**src/rtl/imem_arb.sv**
```systemverilog
// Instruction-memory arbiter: fetch / program loader onto one synchronous RAM port.
// Optional fetch-stall performance counter is enabled by defining IMEM_ARB_PERF_EN.
//
// state | meaning
// ------+-----------------------------------------------------------------
// BOOT  | loader owns the RAM exclusively; fetch is held off until l_done
// RUN   | fetch has priority; loader is forced through after STARVE_LIMIT denials
module imem_arb #(
    parameter int XLEN            = 32,
    parameter int WORD_ADDR_WIDTH = 10,
    parameter int STARVE_LIMIT    = 4
) (
    input  logic                       clk,
    input  logic                       reset,
    input  logic                       f_req,
    input  logic [WORD_ADDR_WIDTH-1:0] f_addr,
    output logic                       f_gnt,
    output logic                       f_rvalid,
    output logic [XLEN-1:0]            f_rdata,
    input  logic                       l_req,
    input  logic                       l_we,
    input  logic [WORD_ADDR_WIDTH-1:0] l_addr,
    input  logic [XLEN-1:0]            l_wdata,
    input  logic                       l_done,
    output logic                       l_gnt,
    output logic                       l_rvalid,
    output logic [XLEN-1:0]            l_rdata,
    output logic                       m_en,
    output logic                       m_we,
    output logic [WORD_ADDR_WIDTH-1:0] m_addr,
    output logic [XLEN-1:0]            m_wdata,
    input  logic [XLEN-1:0]            m_rdata,
    output logic                       boot_active,
    output logic [31:0]                perf_fetch_stall
);

    typedef enum logic {
        ST_BOOT = 1'b0,
        ST_RUN  = 1'b1
    } state_t;

    localparam logic [7:0] LIMIT = 8'(STARVE_LIMIT);

    state_t     state, state_nxt;
    logic [7:0] starve_cnt, starve_nxt;
    logic       force_l;

    always_ff @(posedge clk or posedge reset) begin
        if (reset) begin
            state <= ST_BOOT;
        end else begin
            state <= state_nxt;
        end
    end

    // RUN is terminal; only reset returns to BOOT.
    always_comb begin
        state_nxt = state;
        if (state == ST_BOOT && l_done) begin
            state_nxt = ST_RUN;
        end
    end

    always_comb begin
        force_l = 1'b0;
        f_gnt   = 1'b0;
        l_gnt   = 1'b0;
        m_en    = 1'b0;
        m_we    = 1'b0;
        m_addr  = '0;
        m_wdata = '0;
        if (state == ST_BOOT) begin
            l_gnt = l_req;
        end else begin
            force_l = (starve_cnt == LIMIT) && l_req;
            if (force_l) begin
                l_gnt = 1'b1;
            end else begin
                f_gnt = f_req;
                l_gnt = l_req && !f_req;
            end
        end
        if (f_gnt) begin
            m_en   = 1'b1;
            m_addr = f_addr;
        end else if (l_gnt) begin
            m_en    = 1'b1;
            m_we    = l_we;
            m_addr  = l_addr;
            m_wdata = l_wdata;
        end
    end

    // Consecutive denied loader cycles; only meaningful in RUN.
    always_comb begin
        starve_nxt = 8'd0;
        if (state == ST_RUN && l_req && !l_gnt) begin
            starve_nxt = (starve_cnt >= LIMIT) ? LIMIT : starve_cnt + 8'd1;
        end
    end

    always_ff @(posedge clk or posedge reset) begin
        if (reset) begin
            starve_cnt <= 8'd0;
            f_rvalid   <= 1'b0;
            l_rvalid   <= 1'b0;
        end else begin
            starve_cnt <= starve_nxt;
            f_rvalid   <= f_gnt;
            l_rvalid   <= l_gnt && !l_we;
        end
    end

    assign f_rdata     = m_rdata;
    assign l_rdata     = m_rdata;
    assign boot_active = (state == ST_BOOT);

`ifdef IMEM_ARB_PERF_EN
    logic [31:0] stall_cnt;

    always_ff @(posedge clk or posedge reset) begin
        if (reset) begin
            stall_cnt <= 32'd0;
        end else if (f_req && !f_gnt && stall_cnt != 32'hFFFF_FFFF) begin
            stall_cnt <= stall_cnt + 32'd1;
        end
    end

    assign perf_fetch_stall = stall_cnt;
`else
    assign perf_fetch_stall = 32'd0;
`endif

endmodule

```
**config.mk**
```make
export PLATFORM = sky130hd
export DESIGN_NAME = imem_arb
export DESIGN_NICKNAME = d
export VERILOG_FILES = /design/src/rtl/imem_arb.sv
export SDC_FILE = /design/constraint.sdc
export NUM_CORES = 1
export LEC_CHECK = 0
export ABC_AREA = 1
export CORE_AREA = 2 2 91 93
export CTS_BUF_LIST = sky130_fd_sc_hd__clkbuf_16
export CTS_CLUSTER_DIAMETER = 150
export DETAILED_ROUTE_END_ITERATION = 10
export DIE_AREA = 0 0 93 95
export HOLD_SLACK_MARGIN = 0.08
export PLACE_DENSITY = 0.72
export SLEW_MARGIN = 10
export SYNTH_ARGS = -nofsm -noshare
export SYNTH_HDL_FRONTEND = slang
export SYNTH_SLANG_ARGS = --single-unit
```
**constraint.sdc**
```tcl
create_clock -name clk -period 1.75 [get_ports clk]
set_input_delay 0.35 -clock clk [delete_from_list [all_inputs] [get_ports clk]]
set_output_delay 0.35 -clock clk [all_outputs]
set_load 0.01 [all_outputs]
```
==> reports/results.txt, run 1 <==
Hold Crit Class = in2async
Top_reg_cell synth = dfrtp_1
DIE AREA = 8840 um^2
Cell Int Power = 0.000873 W
Placer Congestion = 0.690
Worst skew pair latency = 240 ps
Sequence of cells on the critical path = inv_1 -> ha_2 -> nand3_4 -> o21ai_4 -> buf_6 -> nand2_8 -> buf_16 -> nor2_2 -> buf_2
Largest stage delay on the critical path = 370 ps
# setup viols final = 45
DP HPWL = 3480 um
Util after Layout = 36.2%
Clk sink count = 11
Sw frac = 30.3%
Clock Tree Buf Depth = 2
Drt drc = 0
Critical path endpoint category = output port
Core Area = 7930 um^2
Worst Path Max Fanout = 7
Max Cap Viol = 0
Crit path setup slack, layout = -358 ps
Average size of a mapped cell = 6.68 um^2
Crit path kind = reg2out
Grt total ovfl = 0
CTS Buf Count = 3
Most frequent cells in the layout = clkdlybuf4s50_1 (60), inv_1 (42), buf_6 (40)
CTS clk-pin slew, worst paths = 40 ps
Min Tclk post-route = 2110 ps
CTS tree = done
Worst path arrival time = 1760 ps
Antenna viol nets, final = 0
Synth Register Bits = 11
Starting density of the core = 20.5%
1st-pass router iterations = 4
Post-synthesis sequential area ratio = 17.0%
Final Net Count = 404
Ys async rst share = 100%
RSZ-0062 raised after global routing = true
Total wire length = 4840 um
VDD IR max = 0.000442 V
Commonest non-fill, non-tap cell in the layout = clkdlybuf4s50_1
CP startpoint kind = flip-flop
Post-synthesis cell count = 243
Peak Freq = 474 MHz
Die height = 95 um
Row count = 33
Worst clock skew = 3.36 ps
Slew Limit Fails = 0
NetSw = 0.000380 W
Largest net degree at the start of global routing = 13
EDFF count, synth = 0
Diode count = 0
Comb pwr share = 45.0%
Critical path required time = 1400 ps
PortBufs = 106
Root Buffer = clkbuf_16
Mapped Area = 1620 um^2
Share of post-route cells with drive strength above 1 = 43.1%
Synthesis-to-finish area growth = 77.0%
Detailed-route wire length per cell = 11.6 um
Cell variety after synth = 17
CTS Hold Bufs = 0
GRT Total Usage = 9.34%
Syn. warnings = 0
Initial antenna violation count = 0
Status = complete, but fails checks
I/O pin cnt = 235
Clock Power Share = 33.5%
Initial drt markers = 5
First-pass GRT wire length = 6440 um
Vias = 1521
Pleak = 1.43 nW
Vias in the first global route = 1413
Htree depth = 1
Failing checks = setup timing
Die Width = 93 um
Final period utilization = 120%
Sequential power share = 21.5%
Drt via density = 3.66
Setup WS pre-CTS = -680 ps
Pwr dens = 436 nW/um^2
Crit path max-delay family = buffers and inverters
Worst path slowest cell = dfrtp_1
Worst path bufs/invs = 4
Final Hold Fails = 0
==> worst paths after layout <==
kind	cells past startpoint	slack, ps	endpoint	from
max	9	-360	m_wdata[17]	starve_cnt[0]
max in group asynchronous	2	1060	starve_cnt[2]	reset
min	2	400	starve_cnt[4]	reset
max reg2reg	8	300	l_rvalid	starve_cnt[0]
min in group clk	2	520	starve_cnt[0]	starve_cnt[0]
min reg2reg	2	520	starve_cnt[0]	starve_cnt[0]
==> power by group through the flow <==
stage	Sequential, W	Clock (W)	Combinational [W]
6_report	0.000269	0.000419	0.000564
3_5_place_dp	0.000272	0	0.000431
5_1_grt	0.000270	0.000441	0.000606
2_1_floorplan	0.000272	0	0.000365
3_3_place_gp	0.000271	0	0.000427
4_1_cts	0.000269	0.000431	0.000505
==> through the flow <==
| step | total power, W | instances | setup TNS, ps | area (um^2) | hold slack (ps) |
|---|---|---|---|---|---|
| floorplan | 0.000637 | 279 | 0 | 1760 | 202 |
| global placement | 0.000698 | 400 | -27030 | 2280 | 507 |
| detailed placement | 0.000703 | 400 | -27800 | 2280 | 515 |
| CTS | 0.00120 | 415 | -14930 | 2640 | 416 |
| global route | 0.00132 | 416 | -19590 | 2870 | 463 |
| finish | 0.00125 | 416 | -15060 | 2870 | 398 |
==> cell type report <==
cell class                      count  area (um^2)
Clock buffer                        3         75.1
Inverter                           44          165
Clock inverter                      1         5.00
Timing Repair Buffer              129         1350
Sequential cell                    11          275
Fill cell                         790         5050
Tap cell                          105          131
Multi-Input combinational cell    123          872
==> layer usage <==
metal / track usage, % / share of wire (%)
met1: 8.39 / 28
met4: 10.2 / 9.3
met2: 16.1 / 52
met3: 2.71 / 11
met5: 0 / 0
==> what timing repair did <==
item | CTS | global route
gates resized for setup | 262 | 51
cloned | 5 | 1
setup endpoints to repair | 46 | 46
pin swaps | 14 | 7
setup buffers | 6 | 1
==> sequential cells by signal, summed over array words and instances (netlist names) <==
register / count
l_rvalid: 1
starve_cnt: 8
f_rvalid: 1
state: 1
==> cell usage after synthesis, types with 2 or more instances <==
library cell | instances | area [um^2]
ha_1 | 2 | 25.0
nand2_1 | 25 | 93.8
inv_1 | 44 | 165
nor2_1 | 30 | 113
buf_4 | 98 | 736
or2_2 | 2 | 12.5
dfrtp_1 | 11 | 275
buf_6 | 3 | 33.8
nor2_2 | 9 | 56.3
nand3_1 | 11 | 55.1
nor3_1 | 2 | 10.0
==> cells by family after synthesis <==
| group | after synthesis | share of synthesized area [%] |
|---|---|---|
| compound gates | 1 | 1.00 |
| fa+ha+maj | 2 | 1.54 |
| other cells | 1 | 0.231 |
| flops | 11 | 17.0 |
| buf+inv | 146 | 57.8 |
| simple gates | 82 | 22.4 |
Note: power is estimated with default switching activity, not from simulation.
==> run 2, diff against run 1 <==
--- a/config.mk
+++ b/config.mk
@@ -11,7 +11,7 @@
 export CTS_CLUSTER_DIAMETER = 150
 export DETAILED_ROUTE_END_ITERATION = 10
 export DIE_AREA = 0 0 93 95
-export HOLD_SLACK_MARGIN = 0.08
+export HOLD_SLACK_MARGIN = 0.12
 export PLACE_DENSITY = 0.72
 export SLEW_MARGIN = 10
 export SYNTH_ARGS = -nofsm -noshare
==> results of run 2 <==
No change in the layout: final DEF, timing and power equal those of run 1.
